--- config.mk ---
export PLATFORM = sky130hd
export DESIGN_NAME = regfile_multiport
export DESIGN_NICKNAME = d
export VERILOG_FILES = /design/src/rtl/regfile_mp_pkg.sv /design/src/rtl/regfile_wr_arb.sv /design/src/rtl/regfile_multiport.sv
export SDC_FILE = /design/constraint.sdc
export NUM_CORES = 1
export LEC_CHECK = 0
export CORE_ASPECT_RATIO = 0.8
export CORE_UTILIZATION = 35
export CTS_CLUSTER_SIZE = 14
export DETAILED_ROUTE_END_ITERATION = 7
export SETUP_SLACK_MARGIN = 0.4
export SLEW_MARGIN = 10
export SYNTH_ARGS = -nofsm -noshare
export SYNTH_HDL_FRONTEND = slang
export SYNTH_SLANG_ARGS = --single-unit
--- constraint.sdc ---
create_clock -name clk_int -period 1.85 [get_ports clk_int]
set_clock_uncertainty 0.15 [all_clocks]
set_input_delay 0.185 -clock clk_int [delete_from_list [all_inputs] [get_ports clk_int]]
set_output_delay 0.185 -clock clk_int [all_outputs]
set_load 0.01 [all_outputs]
--- src/rtl/regfile_mp_pkg.sv ---
// Shared definitions for the multi-port flip-flop register file.
package regfile_mp_pkg;

    // Default geometry of the register file.
    localparam int unsigned DefAddrWidth = 4;
    localparam int unsigned DefNumWords  = 2 ** DefAddrWidth;

    // Upper bound on address width handled by the one-hot helper.
    localparam int unsigned MaxAddrWidth = 10;
    localparam int unsigned MaxWords     = 2 ** MaxAddrWidth;

    // One-hot word select; all zeros when the request is not enabled.
    // Callers zero-extend the address and truncate the result to their size.
    function automatic logic [MaxWords-1:0] onehot_addr(
        input logic [MaxAddrWidth-1:0] addr,
        input logic                    en
    );
        logic [MaxWords-1:0] sel;
        sel = '0;
        if (en) begin
            sel[addr] = 1'b1;
        end
        return sel;
    endfunction

endpackage

--- src/rtl/regfile_wr_arb.sv ---
// Write-port arbiter: decides which same-cycle write requests survive to the
// sample stage and detects address collisions between enabled ports.
module regfile_wr_arb #(
    parameter int unsigned AddrWidth = 4,
    parameter int unsigned NumWr     = 2,
    parameter bit          ZeroReg   = 1'b1
) (
    input  logic [NumWr-1:0]                we_i,
    input  logic [NumWr-1:0][AddrWidth-1:0] waddr_i,
    output logic [NumWr-1:0]                keep_o,
    output logic                            coll_o
);

    // Requests that are enabled and not aimed at a hard-wired word 0.
    logic [NumWr-1:0] live;

    // Highest-index port wins an address; any shared live address is a collision.
    always_comb begin
        live   = '0;
        keep_o = '0;
        coll_o = 1'b0;
        for (int p = 0; p < int'(NumWr); p++) begin
            live[p] = we_i[p] && !(ZeroReg && (waddr_i[p] == '0));
        end
        for (int p = 0; p < int'(NumWr); p++) begin
            keep_o[p] = live[p];
            for (int q = p + 1; q < int'(NumWr); q++) begin
                if (we_i[q] && (waddr_i[q] == waddr_i[p])) begin
                    keep_o[p] = 1'b0;
                    // A live p implies a live q at the same address.
                    if (live[p]) begin
                        coll_o = 1'b1;
                    end
                end
            end
        end
    end

endmodule

--- src/rtl/regfile_multiport.sv ---
// Multi-port flip-flop register file. Writes are sampled into a one-entry
// per-port stage, forwarded to all read ports from there, and committed to
// the word array on the following edge.
//
// Handshake: there is none; we_i is a fire-and-forget write strobe sampled
// on every clk_int rising edge, and reads are purely combinational.
module regfile_multiport
    import regfile_mp_pkg::*;
#(
    parameter int unsigned          AddrWidth   = DefAddrWidth,
    parameter int unsigned          DataWidth   = 16,
    parameter int unsigned          NumRd       = 2,
    parameter int unsigned          NumWr       = 2,
    parameter bit                   ZeroReg     = 1'b1,
    parameter logic [DataWidth-1:0] WordZeroVal = '0
) (
    input  logic                            clk_int,
    input  logic                            rst_ni,
    input  logic [NumRd-1:0][AddrWidth-1:0] raddr_i,
    output logic [NumRd-1:0][DataWidth-1:0] rdata_o,
    input  logic [NumWr-1:0][AddrWidth-1:0] waddr_i,
    input  logic [NumWr-1:0][DataWidth-1:0] wdata_i,
    input  logic [NumWr-1:0]                we_i,
    output logic                            coll_o,
    input  logic                            clr_err_i,
    output logic                            err_o
);

    localparam int unsigned NumWords = 2 ** AddrWidth;

    // One staged write per port; 'we' doubles as the entry's valid bit.
    typedef struct packed {
        logic                 we;
        logic [AddrWidth-1:0] addr;
        logic [DataWidth-1:0] data;
    } wr_req_t;

    wr_req_t [NumWr-1:0]                stage_q;
    logic    [NumWr-1:0]                keep;
    logic                               coll;
    logic    [NumWr-1:0][NumWords-1:0]  commit_sel;
    logic    [DataWidth-1:0]            mem_q [NumWords];

    regfile_wr_arb #(
        .AddrWidth (AddrWidth),
        .NumWr     (NumWr),
        .ZeroReg   (ZeroReg)
    ) u_wr_arb (
        .we_i    (we_i),
        .waddr_i (waddr_i),
        .keep_o  (keep),
        .coll_o  (coll)
    );

    // Sample stage: valid every edge, address/data only on an enabled port.
    always_ff @(posedge clk_int or negedge rst_ni) begin
        if (!rst_ni) begin
            stage_q <= '0;
        end else begin
            for (int p = 0; p < int'(NumWr); p++) begin
                stage_q[p].we <= keep[p];
                if (we_i[p]) begin
                    stage_q[p].addr <= waddr_i[p];
                    stage_q[p].data <= wdata_i[p];
                end
            end
        end
    end

    // Decode each valid stage entry into a one-hot word select.
    always_comb begin
        commit_sel = '0;
        for (int p = 0; p < int'(NumWr); p++) begin
            commit_sel[p] = NumWords'(onehot_addr(MaxAddrWidth'(stage_q[p].addr),
                                                   stage_q[p].we));
        end
    end

    // Commit staged writes; stage addresses are unique so selects never overlap.
    always_ff @(posedge clk_int or negedge rst_ni) begin
        if (!rst_ni) begin
            for (int w = 0; w < int'(NumWords); w++) begin
                mem_q[w] <= WordZeroVal;
            end
        end else begin
            for (int w = 0; w < int'(NumWords); w++) begin
                for (int p = 0; p < int'(NumWr); p++) begin
                    if (commit_sel[p][w]) begin
                        mem_q[w] <= stage_q[p].data;
                    end
                end
            end
        end
    end

    // Read path: forwarded stage entry, else constant word 0, else memory.
    always_comb begin
        rdata_o = '0;
        for (int r = 0; r < int'(NumRd); r++) begin
            rdata_o[r] = mem_q[raddr_i[r]];
            if (ZeroReg && (raddr_i[r] == '0)) begin
                rdata_o[r] = WordZeroVal;
            end
            for (int p = 0; p < int'(NumWr); p++) begin
                if (stage_q[p].we && (stage_q[p].addr == raddr_i[r])) begin
                    rdata_o[r] = stage_q[p].data;
                end
            end
        end
    end

    // Collision pulse and sticky error; a new collision beats a clear.
    always_ff @(posedge clk_int or negedge rst_ni) begin
        if (!rst_ni) begin
            coll_o <= 1'b0;
            err_o  <= 1'b0;
        end else begin
            coll_o <= coll;
            err_o  <= coll | (err_o & ~clr_err_i);
        end
    end

endmodule

# Word level (Yosys, flattened, before mapping)
# Index checks and enable logic that the tools add are counted.
# op_classes
magnitude_cmp	6
eq_ne	5
n_mux	53
n_bitwise	5
reduce_logical	31
# ops
operator	n
16-bit 2-to-1 mux	44
16-bit binary-select mux with 4-bit select	2
2-bit nonzero test	16
4-bit by 11-bit < comparator with 1-bit output, second input constant	2
4-bit equality test	5
4-bit zero test	4
5-bit >= comparator, second input constant	2
4-bit NOT with 5-bit output	2
1-bit logical AND	9
1-bit demux with 4-bit select	2
4-bit by 1-bit >= comparator with 1-bit output, second input constant	2
1-bit 2-to-1 mux	5
1-bit zero test	2
1-bit AND	1
1-bit NOT	1
1-bit OR	1
# word_totals
regBits	300
output_inout_bits	34

# Depth between registers and ports, before layout
# depth
ltp_word	7
depth_mapped	8

# Modules after synthesis
# Synthesis repeated with hierarchy kept, for this count alone.
# unflattened
cells_unflattened	1794
area_unflattened_um2	18712.9
# by_module_without_submodules
module	instances	cells_per_inst	area_per_inst_um2	seq_area_each_um2
regfile_multiport	1	1784	18626.6	7507.2
regfile_wr_arb	1	10	86.3	0.0

# Worst setup path before layout
# Ideal clock, no wire load.
# synth_timing
path_type	reg2out
startpoint	register stage_q[40] in the netlist's numbering
endpoint	output port rdata_o[21] in the netlist's numbering
arrival_ps	1684
path_slack_ps	-169
stages_incl_launch_ff	8
path_cell_list	dfrtp_1 > buf_2 > xor2_1 > nor4_4 > or2_1 > clkbuf_2 > buf_6 > o221ai_1
# synth_lines
item	line	rtl
start, declared	regfile_multiport.sv:38	wr_req_t [NumWr-1:0] stage_q;
end, declared	regfile_multiport.sv:20	output logic [NumRd-1:0][DataWidth-1:0] rdata_o,

==> impl_metrics.py <==
metrics = {
    "yosys": {
        "yosysWarnings": 0,
        "synthFlopType": "dfrtp_1",
        "avgSynthCellArea_um2": 9.78,
        "ys_ff_latch": 300,
        "synth_compound_area_frac": 0.140,
        "synth_edf_count": 0,
        "synthAdderAreaFrac": 0,
        "synth_xor_area_frac": 0.00934,
        "synth_top_family_by_area": "multiplexers",
        "synth.distinct_cells": 50,
        "synth_nets": 1970,
        "ys_seq_area_frac": 0.400,
        "mappedNetlistArea_mm2": 0.0187,
        "muxShareOfSynthArea": 0.269,
        "synthArstFlopShare": 1.00,
        "synth-simple-area-share": 0.121,
        "synthCells": 1917,
    },
    "status": {
        "violations": "DRC, hold timing, setup timing",
        "status": "complete, but fails checks",
    },
    "finish": {
        "drive_above_1_share": 0.388,
        "syn2layout_area_growth_pct": 40.7,
        "antennaDiodeCount": 0,
        "fillers": 4587,
        "nets": 2229,
        "instances_no_fill": 2894,
    },
    "setup_path": {
        "cp_max_fo": 5,
        "end_kind": "primary output",
        "rr_endpoint": "mem_q[187]$_DFFE_PN0P_",
        "r2r-start": "stage_q[19]$_DFFE_PN0P_",
        "r2r_setup_slack_ns": -0.30,
        "path_class": "register to primary output",
        "cp-start-kind": "register",
        "crit_required_ns": 1.51,
        "worstPathArrival_ns": 2.46,
        "rr_worst_depth": 9,
    },
    "sta": {
        "grt_setup_unrepaired": "true",
        "finalSetupViolCount": 260,
        "holdWs_ns": -0.0719,
        "slew_viol_final": 0,
        "layout_setup_ws_ns": -0.946,
        "fin_crit_sh": 1.51,
        "hold_viol_final": 26,
        "worst_slew_pin_slew_ns": 0.456,
        "period_needed_ns": 2.80,
        "setup_tns_ns": -58.54,
        "max-slew-margin-rel": 0.696,
        "fmaxAchievable_ghz": 0.358,
    },
    "clocking": {
        "clkTransAtPathRegs_ns": 0.06,
        "htree_levels": 2,
        "hold_buffers": 2,
        "worstSkewPairLatency_ns": 0.56,
        "cts_buffers": 36,
        "cts_sinks": 300,
        "clock-root-buffer": "clkbuf_16",
        "cts_tree": "done",
        "clock_path_buffers": 3,
    },
    "detailed_routing": {
        "ant_nets": 0,
        "top_layer": "met4",
        "drt_pre_antenna_iters": 8,
        "post-route-drc-count": 4,
        "drt_iter0_drc": 1967,
        "wire_per_inst_um": 27.1,
        "wl_met2_mm": 34.9,
        "wl_mm": 78.4,
        "num_vias": 17200,
        "via_per_inst": 5.93,
        "wl_met3_mm": 7.64,
        "met1Wirelength_mm": 32.1,
    },
    "placed_design": {
        "dp_cells": 2781,
        "gp_congestion": 0.936,
        "dp_hpwl_mm": 49.3,
        "io_buffer_count": 86,
    },
    "power_and_ir_drop": {
        "powerDensity_mw_per_mm2": 1170,
        "peakVddDrop_uv": 574,
        "p_leak_nw": 10.5,
    },
    "floorplanning": {
        "row_count": 75,
        "start_util": 0.356,
        "fp.dieW_um": 261,
        "die-area_mm2": 0.0545,
        "io_pins": 87,
        "die_y_um": 209,
        "core_mm2": 0.0526,
    },
    "run": {
        "max_cap_viol_count": 0,
    },
    "global_route": {
        "antenna_found_initial": 2,
        "grt_pass1_wl_mm": 112,
        "overflow": 0,
        "grt_start_max_net_pins": 79,
        "track_usage": 0.279,
        "grt_pass1_vias": 16600,
    },
    "worst_hold_path": {
        "min_path_type": "input port to asynchronous set/reset pin",
    },
}
how the worst max path moves through the flow:
stage | start | endpoint | slack, ns | cells after the start
after CTS | stage_q[40]$_DFFE_PN0P_ | rdata_o[25] | -0.91 | 8
after global placement | stage_q[37]$_DFFE_PN0P_ | rdata_o[12] | -0.83 | 7
after floorplan | stage_q[37]$_DFFE_PN0P_ | rdata_o[11] | -0.14 | 6
final | stage_q[40]$_DFFE_PN0P_ | rdata_o[25] | -0.95 | 8
after global routing | stage_q[40]$_DFFE_PN0P_ | rdata_o[24] | -1.01 | 8
after detailed placement | stage_q[17]$_DFFE_PN0P_ | rdata_o[17] | -0.84 | 7
critical path, cell delays in order, from the launching register on:
cell and delay (ns):
dfrtp_1 0.40, buf_6 0.14, xor2_4 0.18, nor4_4 0.37
nand3b_4 0.28, buf_12 0.16, buf_12 0.14, o221ai_4 0.10
buf_6 0.13
stage by stage:
step / total power [W] / worst slack, ns / cell area (µm²) / util / hold slack [ns]
CTS: 0.0301 / -0.912 / 25600 / 0.486 / -0.0657
global route: 0.0322 / -1.01 / 26400 / 0.501 / -0.0424
finish: 0.0308 / -0.946 / 26400 / 0.501 / -0.0719
floorplan: 0.0177 / -0.136 / 19800 / - / -0.261
detailed placement: 0.0223 / -0.839 / 23300 / 0.444 / -0.0757
global placement: 0.0218 / -0.831 / 23300 / 0.444 / -0.0786
Yosys cell counts (all sizes together), types with 2 or more instances:
cell	instances	area share
o21ai	112	0.030
nor3b	3	0.0015
inv	2	0.00040
and2	2	0.00067
or4	2	0.00080
o22ai	32	0.011
mux2i	224	0.12
clkinv	16	0.0032
or3	3	0.0010
nor2b	5	0.0017
nand2	220	0.044
xnor2	5	0.0023
nand3	7	0.0025
dfrtp	300	0.40
mux2	56	0.034
mux4	96	0.12
nor3	3	0.0011
or2	2	0.00067
o22a	32	0.015
xor2	15	0.0070
nor4	4	0.0029
nand2b	3	0.0010
buf	107	0.037
o221ai	32	0.015
nor2	268	0.057
a21oi	256	0.068
nand3b	6	0.0041
clkbuf	96	0.019
kinds of logic (layout without fill, tap and decap cells):
logic type             Yosys count  count (layout)
AO/OA/AOI/OAI                  467             467
XOR/XNOR                        20              20
buffers and inverters          221             505
flip-flops                     300             300
multiplexers                   376             376
AND/OR/NAND/NOR                533             533
sequential cells by signal, indices dropped and copies added (netlist names):
| signal | flops |
|---|---|
| mem_q | 256 |
| stage_q | 42 |
| coll_o | 1 |
| err_o | 1 |
area by class of cell:
| type | count | area (µm²) | share of cell area |
|---|---|---|---|
| sequential | 300 | 7510 | 0.285 |
| inverter | 18 | 67.6 | 0.00256 |
| multi-input combinational | 1396 | 11700 | 0.445 |
| clock inverter | 13 | 168 | 0.00636 |
| clock buffer | 50 | 1040 | 0.0396 |
| timing repair buffer | 424 | 4990 | 0.189 |
| tap | 693 | 867 | 0.0329 |
report_power, final:
part,switching (W),leakage [nW],internal (W)
combinational,0.00507,6.31,0.00669
clock,0.00301,0.601,0.00449
sequential,0.00235,3.61,0.00917
total,0.0104,10.5,0.0203
metal layers:
layer / track usage / vias to the layer above
li1: - / 7376
met5: 0 / -
met4: 0.114 / 0
met3: 0.0553 / 215
met1: 0.390 / 8592
met2: 0.421 / 984
timing repair:
action	in CTS	in global routing
resized for setup	262	129
buffers inserted	21	4
endpoints found under the hold margin	306	26
endpoints found under the setup margin	290	290
gates cloned	15	8
pin swaps	53	52
placed cells by master (no fill, tap or decap), types with 26 or more instances in the layout:
cell,synthesis,layout
a21oi_1,256,179
buf_12,0,92
clkbuf_16,0,43
clkdlybuf4s50_1,0,44
buf_6,22,33
o221ai_4,0,26
mux4_2,96,96
a21oi_2,0,76
o21ai_1,42,90
o22ai_1,32,32
nor2_1,259,158
buf_4,14,203
mux2i_1,224,219
nor2_2,6,40
nor2_4,0,67
dfrtp_1,300,298
mux2_2,56,56
nand2_1,220,211
o22a_1,32,32
(Power assumes the default switching activity.)
